===== src/rtl/pix_seq_ctrl.sv =====
// pix_seq_ctrl: Wishbone-configured pixel readout sequencer (reset/integrate/sample, per-pixel ADC, frame IRQ).
// Define PIX_SEQ_TIMEOUT_EN to abort the frame when the ADC does not answer within TIMEOUT cycles.
module pix_seq_ctrl #(
    parameter int ROW_W   = 3,
    parameter int COL_W   = 3,
    parameter int ADC_W   = 10,
    parameter int TIMEOUT = 255
) (
    input  logic             wb_clk_i,
    input  logic             wb_rst_ni,
    input  logic             wbs_cyc_i,
    input  logic             wbs_stb_i,
    input  logic             wbs_we_i,
    input  logic [3:0]       wbs_sel_i,
    input  logic [31:0]      wbs_adr_i,
    input  logic [31:0]      wbs_dat_i,
    output logic [31:0]      wbs_dat_o,
    output logic             wbs_ack_o,
    output logic             pix_rst_o,
    output logic             pix_sh_o,
    output logic [ROW_W-1:0] row_sel_o,
    output logic [COL_W-1:0] col_sel_o,
    output logic             adc_start_o,
    input  logic             adc_done_i,
    input  logic [ADC_W-1:0] adc_data_i,
    output logic             irq_o
);
    typedef enum logic [2:0] {IDLE, RST, INT, SAMP, CONV, WAIT, HOLD, DONE} state_t;
    state_t state, state_nx;
    logic [31:0] timing, rdata;
    logic [15:0] lim, cnt;
    logic [ROW_W-1:0] row;
    logic [COL_W-1:0] col;
    logic [ADC_W-1:0] data;
    logic [1:0] adr;
    logic req, wr, rd, ack, ctl_wr, st_wr, cont, irq_en, start_p, abort_p;
    logic dvalid, fdone, tout, tmo, kill, cnt_done, last, busy, unused;

    assign adr = wbs_adr_i[3:2];
    assign req = wbs_cyc_i & wbs_stb_i & ~ack;
    assign wr = req & wbs_we_i;
    assign rd = req & ~wbs_we_i;
    assign ctl_wr = wr && adr == 2'd0 && wbs_sel_i[0];
    assign st_wr = wr && adr == 2'd2 && wbs_sel_i[0];
    // a programmed length of 0 behaves as 1
    assign lim = state == RST ? timing[15:0] : timing[31:16];
    assign cnt_done = lim <= 16'd1 || cnt == lim - 16'd1;
    assign last = &row && &col;
    assign busy = state != IDLE;
    assign kill = abort_p | tmo;
    assign unused = ^{wbs_adr_i[31:4], wbs_adr_i[1:0], TIMEOUT != 0};

    assign pix_rst_o = state == RST;
    assign pix_sh_o = state == SAMP;
    assign adc_start_o = state == CONV;
    assign row_sel_o = row;
    assign col_sel_o = col;
    assign irq_o = fdone & irq_en;
    assign wbs_ack_o = ack;

    always_ff @(posedge wb_clk_i or negedge wb_rst_ni) begin
        if (!wb_rst_ni) state <= IDLE;
        else state <= state_nx;
    end

    always_comb begin
        state_nx = state;
        if (kill) state_nx = IDLE;
        else
            case (state)
                IDLE: state_nx = start_p ? RST : IDLE;
                RST:  state_nx = cnt_done ? INT : RST;
                INT:  state_nx = cnt_done ? SAMP : INT;
                SAMP: state_nx = CONV;
                CONV: state_nx = WAIT;
                WAIT: state_nx = adc_done_i ? HOLD : WAIT;
                HOLD: state_nx = dvalid ? HOLD : (last ? DONE : CONV);
                DONE: state_nx = cont ? RST : IDLE;
            endcase
    end

    always_comb begin
        rdata = '0;
        case (adr)
            2'd0: rdata[3:0] = {irq_en, 1'b0, cont, 1'b0};
            2'd1: rdata = timing;
            2'd2: begin
                rdata[6:0] = {tout, fdone, dvalid, busy, state};
                rdata[8 +: ROW_W] = row;
                rdata[16 +: COL_W] = col;
            end
            2'd3: rdata[ADC_W-1:0] = data;
        endcase
    end

    always_ff @(posedge wb_clk_i or negedge wb_rst_ni) begin
        if (!wb_rst_ni) begin
            ack <= 1'b0;
            wbs_dat_o <= '0;
            timing <= '0;
            cont <= 1'b0;
            irq_en <= 1'b0;
            start_p <= 1'b0;
            abort_p <= 1'b0;
            cnt <= '0;
            row <= '0;
            col <= '0;
            data <= '0;
            dvalid <= 1'b0;
            fdone <= 1'b0;
        end else begin
            ack <= req;
            wbs_dat_o <= rd ? rdata : '0;
            start_p <= ctl_wr & wbs_dat_i[0];
            abort_p <= ctl_wr & wbs_dat_i[2];
            if (ctl_wr) begin
                cont <= wbs_dat_i[1];
                irq_en <= wbs_dat_i[3];
            end
            for (int i = 0; i < 4; i++)
                if (wr && adr == 2'd1 && wbs_sel_i[i]) timing[8*i +: 8] <= wbs_dat_i[8*i +: 8];
            cnt <= state_nx != state ? '0 : cnt + 16'd1;
            if (kill || state == DONE) {row, col} <= '0;
            else if (state == HOLD && !dvalid && !last) {row, col} <= {row, col} + (ROW_W+COL_W)'(1);
            if (kill) dvalid <= 1'b0;
            else if (state == WAIT && adc_done_i) begin
                dvalid <= 1'b1;
                data <= adc_data_i;
            end else if (rd && adr == 2'd3) dvalid <= 1'b0;
            fdone <= (state == DONE && !kill) | (fdone & ~(st_wr & wbs_dat_i[5]));
        end
    end

`ifdef PIX_SEQ_TIMEOUT_EN
    logic [15:0] tcnt;
    assign tmo = state == WAIT && !adc_done_i && tcnt == 16'(TIMEOUT - 1);
    always_ff @(posedge wb_clk_i or negedge wb_rst_ni) begin
        if (!wb_rst_ni) begin
            tcnt <= '0;
            tout <= 1'b0;
        end else begin
            tcnt <= state == WAIT ? tcnt + 16'd1 : '0;
            tout <= tmo | (tout & ~(st_wr & wbs_dat_i[6]));
        end
    end
`else
    assign tmo = 1'b0;
    assign tout = 1'b0;
`endif
endmodule


===== config.mk =====
export PLATFORM = sky130hd
export DESIGN_NAME = pix_seq_ctrl
export DESIGN_NICKNAME = d
export VERILOG_FILES = /design/src/rtl/pix_seq_ctrl.sv
export SDC_FILE = /design/constraint.sdc
export NUM_CORES = 1
export LEC_CHECK = 0
export CAP_MARGIN = 0
export CORE_ASPECT_RATIO = 1.1
export CORE_MARGIN = 2
export CORE_UTILIZATION = 27
export DETAILED_ROUTE_END_ITERATION = 8
export PLACE_DENSITY = 0.56
export REMOVE_ABC_BUFFERS = 1
export SYNTH_ARGS = -nofsm -noshare
export SYNTH_HDL_FRONTEND = slang
export SYNTH_SLANG_ARGS = --single-unit

===== constraint.sdc =====
create_clock -name wb_clk_i -period 4.55 [get_ports wb_clk_i]
set_clock_uncertainty 0.15 [all_clocks]
set_input_delay 0.455 -clock wb_clk_i [delete_from_list [all_inputs] [get_ports wb_clk_i]]
set_output_delay 0.455 -clock wb_clk_i [all_outputs]
set_load 0.01 [all_outputs]

==> Word-level counts from Yosys, hierarchy flattened <==
Index checks and enable logic that the tools add are counted.
{ "word_totals": {"output_inout_bits": 43, "ff_bits": 106, "inputBits": 84, "elab_cells": 102} }
{ "classes": {"mux": 27, "n_eq_ne": 12, "n_addsub": 3, "n_lt_le_gt_ge": 1, "n_bitwise": 14, "n_reduce_logical": 28} }
{ "op_table": {"columns": ["cell", "count"], "rows": [
  ["16-bit 2-to-1 mux", 2],
  ["32-bit 2-to-1 mux", 1],
  ["3-bit case mux with 8 select lines", 1],
  ["16-bit by 1-bit adder with 16-bit output (second input constant)", 1],
  ["16-bit equality test", 1],
  ["16-bit by 1-bit <= comparator with 1-bit output (second input constant)", 1],
  ["4-bit case mux with 4 select lines", 1],
  ["16-bit by 1-bit subtractor with 16-bit output (second input constant)", 1],
  ["1-bit logical AND", 15],
  ["3-bit 2-to-1 mux", 5],
  ["13-bit 2-to-1 mux", 1],
  ["3-bit equality test (second input constant)", 4],
  ["1-bit AND", 9],
  ["3-bit case mux with 3 select lines", 1],
  ["2-bit 2-to-1 mux", 4],
  ["6-bit by 1-bit adder with 6-bit output (second input constant)", 1],
  ["3-bit by 2-bit equality test with 1-bit output (second input constant)", 2],
  ["1-bit 2-to-1 mux", 6],
  ["2-bit case mux with 3 select lines", 1],
  ["3-bit case mux with 2 select lines", 1],
  ["3-bit AND reduction", 2],
  ["3-bit nonzero test", 2],
  ["5-bit 2-to-1 mux", 1],
  ["2-bit equality test (second input constant)", 2],
  ["other kinds (12)", 19]
]} }

==> Longest topological paths before layout <==
{ "depth": {"ltp_word": 10, "mapped_depth": 15, "mapped_depth_nobuf": 12} }

==> Least setup slack after synthesis <==
Ideal clock, no wire load.
{ "synth_timing": {"path_kind": "register to register", "from": "register state[1]", "to": "register cnt[0]", "path_buffers": 3, "setup_ns": 0.124, "required_ns": 4.276, "stages_incl_launch_ff": 16, "period_less_slack_ns": 3.828, "slack_ns": 0.722, "arrival_ns": 3.554, "path_cell_list": "dfrtp_1 > or3b_1 > buf_2 > inv_6 > buf_2 > mux2i_1 > ha_1 > nor3b_1 > mux2i_4 > xnor2_1 > o21ai_1 > o311ai_2 > nor4_4 > a41o_4 > buf_6 > nor3_2"} }
{ "synth_via": {"elab_chain_cells": 10, "word_cells_on_any_way": 19, "classes_between": "add/sub (1); order compare (1); eq/ne (9); mux (6); reduce/logical (2)"} }
{ "synth_rtl": {"columns": ["element", "line", "text"], "rows": [
  ["from (decl)", "29", "state_t state, state_nx;"],
  ["from (signal assigned)", "63", "else state <= state_nx;"],
  ["3-bit by 1-bit equality test with 1-bit output (*)", null, null],
  ["net pix_rst_o", "19", "output logic pix_rst_o,"],
  ["16-bit 2-to-1 mux", "46", "assign lim = state == RST ? timing[15:0] : timing[31:16];"],
  ["16-bit by 1-bit subtractor with 16-bit output", "47", "assign cnt_done = lim <= 16'd1 || cnt == lim - 16'd1;"],
  ["16-bit equality test", "47", null],
  ["1-bit logical OR", "47", null],
  ["1-bit 2-to-1 mux / 2-bit 2-to-1 mux (equally long branches)", "73, 72", null],
  ["3-bit case mux with 8 select lines (*)", "70", "case (state)"],
  ["3-bit 2-to-1 mux (*)", "68", "if (kill) state_nx = IDLE;"],
  ["3-bit != test (*)", "122", "cnt <= state_nx != state ? '0 : cnt + 16'd1;"],
  ["16-bit 2-to-1 mux (*)", "122", null],
  ["to (signal assigned)", "122", null],
  ["to (decl)", "31", "logic [15:0] lim, cnt;"]
]} }
The timed path passes the listed nets; every way through them passes the cells marked *.
A chain may end at the register's enable or synchronous reset.

==> Worst setup path after layout <==
{ "layout_timing": {"from": "register state[1]", "to": "register cnt[4]"} }
{ "layout_via": {"elab_chain_cells": 10, "word_cells_on_any_way": 19, "classes_between": "add/sub (1); order compare (1); eq/ne (9); mux (6); reduce/logical (2)"} }
{ "layout_rtl": {"columns": ["element", "line"], "rows": [
  ["3-bit by 1-bit equality test with 1-bit output", "46, 70"],
  ["16-bit 2-to-1 mux", "46"],
  ["16-bit by 1-bit subtractor with 16-bit output", "47"],
  ["16-bit equality test", "47"],
  ["1-bit logical OR", "47"],
  ["1-bit 2-to-1 mux / 2-bit 2-to-1 mux (equally long branches)", "73, 72"],
  ["3-bit case mux with 8 select lines", "70"],
  ["3-bit 2-to-1 mux", "68"],
  ["3-bit != test (*)", "122"],
  ["16-bit 2-to-1 mux (*)", "122"]
]} }
Mark *: on every way between the ends. The rest lies on a longest branch, timed or not.

==> results.yml <==
timing:
  report.final.slew_viol_count: 0
  finalSetupTns_ns: 0
  relSlewSlack: 0.397
  fmax_mhz: 242
  hold_viol_final: 0
  worst_pin_slew_ns: 0.904
  setup_ws_ns: 0.417
  rsz0062_at_grt: "false"
  fin_crit_sh: 0.908
  min_period_ns: 4.13
  finalSetupViolations: 0
clock_network:
  post_cts_buffers: 0
  clockRootBuffer: "clkbuf_16"
  insertion_delay_ns: 0.34
  cts_tree: "done"
  cts_num_sinks: 106
  clk_path_buf_depth: 2
  cts_buffers: 9
  cts.clk_slew.worst_paths_ns: 0.07
  cts.hold.buffers_added: 0
  postCtsResizedCells: 0
  cts_max_level: 3
synthesis:
  synth_edf_count: 0
  async_flop_share: 1.00
  ys.flop_type: "dfrtp_1"
  synth_seq_cells: 106
  syn_area_per_cell_um2: 10.9
  seq_area_frac_synth: 0.469
  synth_top_area_frac: 0.469
  synth_commonest_cells: "106 x dfrtp_1, 46 x mux2_2, 45 x nor2_1"
  synth_top_area_cell: "dfrtp_1"
  ys_types: 62
  netlist_top_cells_area: "dfrtp_1 47%, mux2_2 9.2%, xnor2_1 4.8%"
  synth_cells: 520
  ys_warn_count: 0
  synthMostInstantiatedCell: "dfrtp_1"
  synth.cell_area_um2: 5650
routing:
  routed_wl_mm: 15.3
  drt-pass1-iter-count: 6
  drt_iter0_markers: 291
  ant_nets: 0
  viasPerCell: 5.01
  routedWlPerCell_um: 17.6
  vias: 4357
  drcViolationCount: 0
pwr:
  p_per_area_nw_per_um2: 474
  seqPwrFrac: 0.378
  p_leak_nw: 3.07
  p_int_mw: 2.14
  sw_frac_of_total: 0.370
  clkPwrFrac: 0.231
  power_switching_mw: 1.26
  power_mw: 3.39
  ir_drop_uv: 222
  power_frac_comb: 0.391
layout:
  drive_gt1_frac: 0.147
  diodes: 0
  area_growth_pct: 26.6
  layout.nets: 705
  nFillCells: 2031
floorplanning:
  io_pins: 127
  num_rows: 55
  start_util: 0.275
  die_h_um: 156
  dieArea_um2: 22100
  die_w_um: 142
  core_area_um2: 20600
place:
  port_buffers: 96
  gp_congestion: 0.865
  pre_cts_ws_ns: 0.453
  place_hpwl_mm: 11.7
critical_path:
  worst_setup_path_start_kind: "flop"
  arrival_ns: 4.17
  worst_ep_required_time_ns: 4.58
  endpoint_kind: "flop"
  critical_path.max_fanout: 27
  crit_type: "flop to flop"
grt:
  overflow: 0
  grt_pass1_vias: 4531
  grt_max_degree: 63
  antenna_found_initial: 0
  grtUsageTotal: 0.143
  grt_pass1_wl_mm: 24.8
worst_hold_path:
  hold_path_class: "primary input to asynchronous set/reset pin"
flow_run:
  maxCapViolCount: 0
outcome:
  outcome: "finished, final reports clean"
[kinds of logic after synthesis]
family	after synthesis	share of synthesized area
buffers and inverters	36	0.0321
flip-flops	106	0.469
AO/OA/AOI/OAI	61	0.0901
AND/OR/NAND/NOR	196	0.187
multiplexers	65	0.128
XOR/XNOR	46	0.0713
adder cells (fa/ha/maj)	10	0.0221
[registers in the layout, indices dropped and copies added, names as in the netlist]
name	count
data	10
dvalid	1
timing	32
col_sel_o	3
cont	1
irq_en	1
row_sel_o	3
cnt	16
wbs_dat_o	32
start_p	1
state	3
abort_p	1
fdone	1
wbs_ack_o	1
[metal layers]
layer / track usage / vias up / routed length [um]
met3: 0.0212 / 13 / 554
met1: 0.178 / 2190 / 6550
li1: - / 2058 / -
met4: 0.0457 / 0 / 265
met5: 0 / - / 0
met2: 0.255 / 96 / 7960
[per-stage QoR]
stage                     hold WS (ns)  cells   util  area (um2)
after detailed placement         0.351    856  0.333        6860
after global placement           0.325    856  0.333        6860
after global routing             0.109    870  0.348        7150
after floorplan                0.00941    496      -        5520
after CTS                       0.0790    870  0.348        7150
final                           0.0320    870  0.348        7150
[placed cells by master, fill, tap and decap left out, types with 11 or more instances in the layout]
cell	synthesis	layout
nor3_2	11	11
xnor2_1	31	31
nand2_1	38	38
xor2_1	15	15
nor2_1	45	45
dfrtp_1	106	106
clkdlybuf4s50_1	0	95
inv_1	11	11
and3_1	26	26
nor3_1	18	18
nand3_1	21	21
mux2_2	46	46
mux2i_1	18	18
[worst paths after layout]
check	depth (start not counted)	from	end	slack, ns
min in group wb_clk_i	1	data[2]	data[2]	0.36
hold reg to reg	1	data[2]	data[2]	0.36
setup reg to reg	13	state[1]	cnt[4]	0.42
max in group asynchronous	2	wb_rst_ni	timing[4]	3.15
setup / recovery	13	state[1]	cnt[4]	0.42
hold / removal	1	wb_rst_ni	timing[26]	0.03
[power groups by stage]
stage	combinational (mW)	sequential, mW	clock (mW)
final	1.33	1.28	0.784
after global routing	1.46	1.31	0.833
after CTS	1.33	1.28	0.802
after detailed placement	1.33	1.30	0
after global placement	1.31	1.29	0
after floorplan	0.938	1.25	0
[worst max-delay path, stage by stage (launching register included)]
cell and delay [ns]:
dfrtp_1 0.56, or3b_1 0.53, inv_6 0.24, mux2i_1 0.36, ha_1 0.33, nor3b_1 0.21
buf_4 0.17, mux2i_4 0.08, xnor2_1 0.14, o21ai_1 0.15, o311ai_2 0.14, nor4_4 0.36
a41o_4 0.44, nor3_1 0.10
[layout make-up]
cell class              count  area, um2  share of cell area
clock buffers              12        256              0.0359
repair buffers            104       1020               0.142
inverters                  12       50.0             0.00700
flip-flops and latches    106       2650               0.371
well taps                 256        320              0.0448
clock inverters             2       37.5             0.00525
multi-input cells         378       2820               0.394
No activity file was read; power rests on OpenSTA's default activity.
